--- src/rtl/cdc_pkg.sv ---
// rtl/cdc_pkg.sv - shared types and defaults for the req/ack CDC handshake endpoints
package cdc_pkg;

  localparam int CDC_DATA_W = 32;
  localparam int CDC_CNT_W  = 16;

  typedef enum logic [1:0] {
    S_IDLE    = 2'd0,
    S_PRESENT = 2'd1,
    S_ACK     = 2'd2
  } hs_state_e;

endpackage

--- src/rtl/cdc_hs_rx.sv ---
// rtl/cdc_hs_rx.sv - destination endpoint of a four-phase req/ack handshake, delivering the word on valid/ready
module cdc_hs_rx
  import cdc_pkg::*;
#(
  parameter int DATA_W = CDC_DATA_W,
  parameter int CNT_W  = CDC_CNT_W
) (
  input  logic              clk,
  input  logic              rst_n,
  input  logic              req_sync,
  input  logic [DATA_W-1:0] src_data,
  output logic              ack,
  output logic              m_valid,
  output logic [DATA_W-1:0] m_data,
  input  logic              m_ready,
  output logic [CNT_W-1:0]  xfer_cnt,
  output logic              proto_err,
  input  logic              err_clr
);

  hs_state_e         state_q, state_d;
  logic              ack_q, ack_d;
  logic              m_valid_q, m_valid_d;
  logic [DATA_W-1:0] m_data_q, m_data_d;
  logic [CNT_W-1:0]  xfer_cnt_q, xfer_cnt_d;
  logic              proto_err_q, proto_err_d;
  logic              err_set;
  logic              accept;

  assign accept = m_valid_q && m_ready;

  always_comb begin
    state_d    = state_q;
    ack_d      = ack_q;
    m_valid_d  = m_valid_q;
    m_data_d   = m_data_q;
    xfer_cnt_d = xfer_cnt_q;
    err_set    = 1'b0;
    case (state_q)
      S_IDLE: begin
        if (req_sync) begin
          m_data_d  = src_data;
          m_valid_d = 1'b1;
          state_d   = S_PRESENT;
        end
      end
      S_PRESENT: begin
        // A request withdrawn before ack is flagged, but the word is still delivered
        if (!req_sync) err_set = 1'b1;
        if (accept) begin
          m_valid_d  = 1'b0;
          xfer_cnt_d = xfer_cnt_q + CNT_W'(1);
          if (req_sync) begin
            ack_d   = 1'b1;
            state_d = S_ACK;
          end else begin
            state_d = S_IDLE;
          end
        end
      end
      S_ACK: begin
        if (!req_sync) begin
          ack_d   = 1'b0;
          state_d = S_IDLE;
        end
      end
      default: begin
        state_d = S_IDLE;
        ack_d   = 1'b0;
      end
    endcase
    proto_err_d = (proto_err_q && !err_clr) || err_set;
  end

  always_ff @(posedge clk or negedge rst_n) begin
    if (!rst_n) begin
      state_q     <= S_IDLE;
      ack_q       <= 1'b0;
      m_valid_q   <= 1'b0;
      m_data_q    <= '0;
      xfer_cnt_q  <= '0;
      proto_err_q <= 1'b0;
    end else begin
      state_q     <= state_d;
      ack_q       <= ack_d;
      m_valid_q   <= m_valid_d;
      m_data_q    <= m_data_d;
      xfer_cnt_q  <= xfer_cnt_d;
      proto_err_q <= proto_err_d;
    end
  end

  assign ack       = ack_q;
  assign m_valid   = m_valid_q;
  assign m_data    = m_data_q;
  assign xfer_cnt  = xfer_cnt_q;
  assign proto_err = proto_err_q;

endmodule

--- config.mk ---
export PLATFORM = sky130hd
export DESIGN_NAME = cdc_hs_rx
export DESIGN_NICKNAME = d
export VERILOG_FILES = /design/src/rtl/cdc_pkg.sv /design/src/rtl/cdc_hs_rx.sv
export SDC_FILE = /design/constraint.sdc
export NUM_CORES = 1
export LEC_CHECK = 0
export ABC_AREA = 1
export CAP_MARGIN = 10
export CELL_PAD_IN_SITES_DETAIL_PLACEMENT = 1
export CELL_PAD_IN_SITES_GLOBAL_PLACEMENT = 1
export CORE_MARGIN = 8
export CORE_UTILIZATION = 34
export DETAILED_ROUTE_END_ITERATION = 10
export GPL_TIMING_DRIVEN = 0
export PLACE_DENSITY_LB_ADDON = 0.1
export RECOVER_POWER = 50
export REMOVE_ABC_BUFFERS = 1
export SYNTH_ARGS = -nofsm -noshare
export SYNTH_HDL_FRONTEND = slang
export SYNTH_SLANG_ARGS = --single-unit
--- constraint.sdc ---
create_clock -name clk -period 1.6 [get_ports clk]
set_input_delay 0.4 -clock clk [delete_from_list [all_inputs] [get_ports clk]]
set_output_delay 0.4 -clock clk [all_outputs]
set_load 0.05 [all_outputs]
==> flow_summary.json, run 1 <==
{
  "pre_cts_ws_ns": -0.566,
  "synth_cell_types": 23,
  "finalCritPeriodShare_pct": 98.5,
  "gr-total-overflow": 0,
  "slew_headroom_pct": 53.4,
  "max_stage_delay_ns": 0.74,
  "path_delay_family": "buffers and inverters",
  "grt_max_degree": 28,
  "final_util_pct": 50.4,
  "grt_pass1_wl_um": 10500,
  "dr_total_vias": 1831,
  "drt_iter0_drc": 34,
  "max_clock_freq_mhz": 635,
  "numCtsBuffers": 5,
  "post_synth_and_or_nand_nor_area_fraction_pct": 17.3,
  "diodes": 0,
  "num_io_pins": 88,
  "cap_violations": 0,
  "area_growth_pct": 42.2,
  "holdBufCountCts": 0,
  "power.density_nw_per_um2": 2040,
  "die_h_um": 100,
  "status": "complete, no violations",
  "post-synth-top-count-cell": "dfrtp_1",
  "placed_area_um2": 3390,
  "synth_area_um2": 2420,
  "synth_fa_ha_area_share_pct": 0.517,
  "die_area_um2": 10100,
  "gp_congestion": 0.733,
  "ys_seq_area_share_pct": 54.8,
  "cts_sinks": 53,
  "setup_viol": 0,
  "critical_path.endpoint_type": "register",
  "dp_hpwl_um": 4700,
  "crit_type": "in2reg",
  "cts_tree": "built",
  "synth_compound_area_share_pct": 1.60,
  "wl_um": 6350,
  "path_cells": "dlygate4sd3_1 -> nand3_4 -> buf_12 -> mux2_4",
  "die_x_um": 100,
  "synthTopCellsByCount": "dfrtp_1 (53), nand2_1 (50), mux2_4 (28)",
  "antenna_found_initial": 0,
  "io_buffer_count": 87,
  "leakage_nw": 1.66,
  "synth_xor_area_share_pct": 2.17,
  "design_area_um2": 3440,
  "ys_ff_latch": 53,
  "initial_utilization_pct": 35.4,
  "synth_top_area_share_pct": 54.8,
  "slowest_stage": "dlygate4sd3_1",
  "grt_pass1_vias": 2125,
  "ys_top_cells_by_area": "dfrtp_1 (55%), mux2_4 (17%), nand2_1 (7.8%), inv_1 (2.5%), mux2_2 (1.9%)",
  "worst_slack_ns": 0.0244,
  "ys_warn_count": 0,
  "tightestPinTransition_ns": 0.699,
  "synthCells": 209,
  "startpoint_type": "input pin",
  "dr.pass1.iters": 4,
  "ff_latch_area_um2": 1330,
  "fill_cells": 776,
  "synth_top_area_cell": "dfrtp_1",
  "grtUsageTotal_pct": 13.3,
  "routed_via_density": 4.55,
  "synth-edff-count": 0,
  "tns_ns": 0,
  "cts-root-buf": "clkbuf_8",
  "final_max_slew_viol_count": 0,
  "async_reset_ff_share_pct": 100,
  "cp_max_fo": 17,
  "finalHoldViolations": 0,
  "postRouteAntennaNets": 0,
  "multiInputGateArea_um2": 1010,
  "fin_crit_ns": 1.58,
  "nets": 343,
  "synth_top_family_by_area": "multiplexers",
  "muxShareOfSynthArea_pct": 19.2,
  "arrival_ns": 1.76,
  "critPathBufInv": 2,
  "holdCritPathClass": "in2async",
  "worst_skew_pair.late_latency_ns": 0.31,
  "rows": 30,
  "h-tree-depth": 2,
  "drive_gt1_share_pct": 35.9,
  "ys.flop_type": "dfrtp_1",
  "rsz0062_at_grt": "false",
  "cts_buffer_depth": 2,
  "core_area_um2": 6830,
  "crit_required_ns": 1.79,
  "avgSynthCellArea_um2": 11.6,
  "ir_worst_vdd_uv": 1120,
  "clock_skew_ns": 0.0111,
  "clkSlewWorstSetupHoldPaths_ns": 0.10,
  "wl_per_cell_um": 15.8,
  "drcViolationCount": 0
}
==> cell usage in the layout, fill, tap and decap left out, drive strengths merged <==
master / n
clkdlybuf4s15: 26
inv: 19
nand2: 53
dlygate4sd3: 1
o22ai: 1
nor2: 17
xor2: 3
ha: 1
dfrtp: 53
xnor2: 3
clkbuf: 26
nand3: 11
nand3b: 3
nand4: 4
nor3: 1
clkinv: 2
o21bai: 1
clkdlybuf4s50: 34
buf: 8
o21ai: 5
mux2: 32
clkdlybuf4s18: 2
==> report_power, final <==
part | internal, mW | switching, mW
logic | 1.41 | 2.64
registers | 1.87 | 0.357
clock network | 0.305 | 0.440
==> area by class of cell <==
class / instances / area share (%)
Sequential cell: 53 / 38.5
Timing Repair Buffer: 91 / 24.3
Inverter: 19 / 2.07
Clock inverter: 2 / 0.291
Multi-Input combinational cell: 135 / 29.2
Clock buffer: 6 / 2.11
Tap cell: 96 / 3.49
==> what timing repair did <==
item	CTS	global route
gates resized for setup	138	29
setup endpoints to repair	83	26
setup buffers	3	0
pin swaps	2	0
gates cloned	1	0
==> metrics by stage <==
step	instances	power, mW	hold slack, ns
2_1_floorplan	206	5.11	0.104
3_3_place_gp	389	6.50	0.477
3_5_place_dp	390	6.55	0.461
4_1_cts	402	7.25	0.108
5_1_grt	402	7.38	0.154
6_report	402	7.01	0.103
==> metal layers <==
metal	part of all wire, %	global-route usage, %	routed length (µm)	vias to the layer above
met5	0	0	0	-
met4	0.98	3.84	62	0
met3	11	7.68	722	7
met2	46	21.6	2920	59
met1	42	14.3	2640	898
li1	-	-	-	867
==> final timing paths <==
path                             startpoint          end  cells after the start  slack, ns
min in group clk                        ack          ack                      2       0.50
worst max register to register  xfer_cnt[0]  xfer_cnt[8]                      8       0.17
worst min register to register          ack          ack                      2       0.50
max in group asynchronous             rst_n   m_data[20]                      2       0.36
worst max-delay path               req_sync    m_data[9]                      4       0.02
worst min-delay path                  rst_n  xfer_cnt[0]                      1       0.10
==> flip-flops by register name, indices dropped and copies added (netlist names) <==
name	cells
m_data	32
state_q	2
xfer_cnt	16
m_valid	1
proto_err	1
ack	1
==> kinds of logic after synthesis <==
logic type / Yosys count
multiplexers: 32
flip-flops: 53
XOR/XNOR: 6
buffers and inverters: 22
adder cells (fa/ha/maj): 1
AO/OA/AOI/OAI: 7
AND/OR/NAND/NOR: 88
Power figures use the tool's default switching activity.
==> run 2: changes to the inputs <==
Settings changed: CTS_CLUSTER_DIAMETER set to 80.
==> results of run 2 <==
The final DEF is identical to that of run 1; final timing and power are the same.
==> run 3: changes to the inputs <==
Settings changed: TNS_END_PERCENT set to 20.
==> flow_summary.json, run 3 (same netlist as run 1, synthesis figures left out) <==
{
  "finalPower_mw": 6.93,
  "gr-total-overflow": 0,
  "power.density_nw_per_um2": 2040,
  "antenna_found_initial": 0,
  "postRouteAntennaNets": 0,
  "pre_cts_ws_ns": -0.566,
  "routed_via_density": 4.56,
  "nets": 340,
  "layout.cells.most_common": "dfrtp_1",
  "final_max_slew_viol_count": 0,
  "fin_crit_ns": 1.55,
  "finalHoldViolations": 0,
  "critical_path.endpoint_type": "primary output",
  "io_buffer_count": 87,
  "grt_pass1_wl_um": 10500,
  "critPathBufInv": 1,
  "diodes": 0,
  "arrival_ns": 1.15,
  "cts_sinks": 53,
  "tightestPinTransition_ns": 0.700,
  "clock_skew_ns": 0.0106,
  "holdWs_ns": 0.103,
  "area_growth_pct": 40.2,
  "h-tree-depth": 2,
  "leakage_nw": 1.63,
  "path_cells": "clkdlybuf4s15_2",
  "grt_use_met1_pct": 14.2,
  "largest_reg_flops": 32,
  "cts-root-buf": "clkbuf_8",
  "setup_viol": 0,
  "cap_violations": 0,
  "design_area_um2": 3390,
  "holdBufCountCts": 0,
  "grtUsageTotal_pct": 13.2,
  "slew_headroom_pct": 53.3,
  "grt_pass1_vias": 2124,
  "die_x_um": 100,
  "crit_required_ns": 1.20,
  "holdCritPathClass": "in2async",
  "status": "complete, no violations",
  "slowest_stage": "dfrtp_1",
  "met3_usage_pct": 7.68,
  "die_area_um2": 10100,
  "worst_slack_ns": 0.0471,
  "cp_max_fo": 4,
  "dp.cells": 390,
  "clkSlewWorstSetupHoldPaths_ns": 0.10,
  "startpoint": "xfer_cnt[10]",
  "wl_per_cell_um": 15.8,
  "finalCritPeriodShare_pct": 97.1,
  "cts_buffer_depth": 2,
  "core_area_um2": 6830,
  "reg2reg_from": "state_q[0]",
  "initial_utilization_pct": 35.4,
  "max_stage_delay_ns": 0.44,
  "rsz0062_at_grt": "false",
  "placed_area_um2": 3390,
  "tns_ns": 0,
  "grtUsageMet2_pct": 21.6,
  "num_io_pins": 88,
  "dp_hpwl_um": 4700,
  "max_clock_freq_mhz": 644,
  "grt_max_degree": 28,
  "dr.pass1.iters": 4,
  "numCtsBuffers": 5,
  "rows": 30,
  "drive_gt1_share_pct": 35.3,
  "final_cell_mix": "dfrtp_1 (53), nand2_1 (50), clkdlybuf4s50_1 (34)",
  "top_usage_layer": "met2",
  "dr_total_vias": 1818,
  "final_util_pct": 49.7,
  "path_delay_family": "flip-flops",
  "crit_type": "reg2out",
  "gp_congestion": 0.733,
  "cts_tree": "built",
  "wl_um": 6310,
  "drcViolationCount": 0,
  "finalNonFillerCells": 399,
  "drt_iter0_drc": 31,
  "die_h_um": 100,
  "ir_worst_vdd_uv": 1110,
  "worst_skew_pair.late_latency_ns": 0.31,
  "startpoint_type": "register"
}
run 3: path summary, 6_finish.rpt:
kind                                 to  slack (ns)  cells past startpoint
hold reg to reg                     ack        0.50                      2
max in group asynchronous    m_data[20]        0.36                      2
setup / recovery           xfer_cnt[10]        0.05                      1
setup reg to reg              m_data[9]        0.17                      3
min in group clk                    ack        0.50                      2
hold / removal              xfer_cnt[0]        0.10                      1
run 3: report_power, final:
group,total (mW),internal (mW),leakage (nW),switching (mW)
logic,3.97,1.35,0.942,2.62
clock network,0.743,0.305,0.0450,0.439
registers,2.22,1.87,0.645,0.357
total,6.93,3.52,1.63,3.42
run 3: what timing repair did:
action | in CTS | in global routing
setup buffers | 0 | 0
endpoints found under the setup margin | 83 | 26
cloned | 1 | 0
pin swaps | 1 | 0
gates resized for setup | 139 | 29
run 3: cell type report:
class	instances	area, µm²
clock inverters	2	10.0
flip-flops and latches	53	1330
clock buffers	6	72.6
fillers	779	3440
multi-input cells	135	1010
inverters	19	71.3
repair buffers	88	787
well taps	96	120
run 3: layer usage:
| layer | routed length [µm] | vias up |
|---|---|---|
| met4 | 62 | 0 |
| met3 | 722 | 7 |
| met5 | 0 | - |
| met1 | 2610 | 891 |
| met2 | 2910 | 59 |
| li1 | - | 861 |
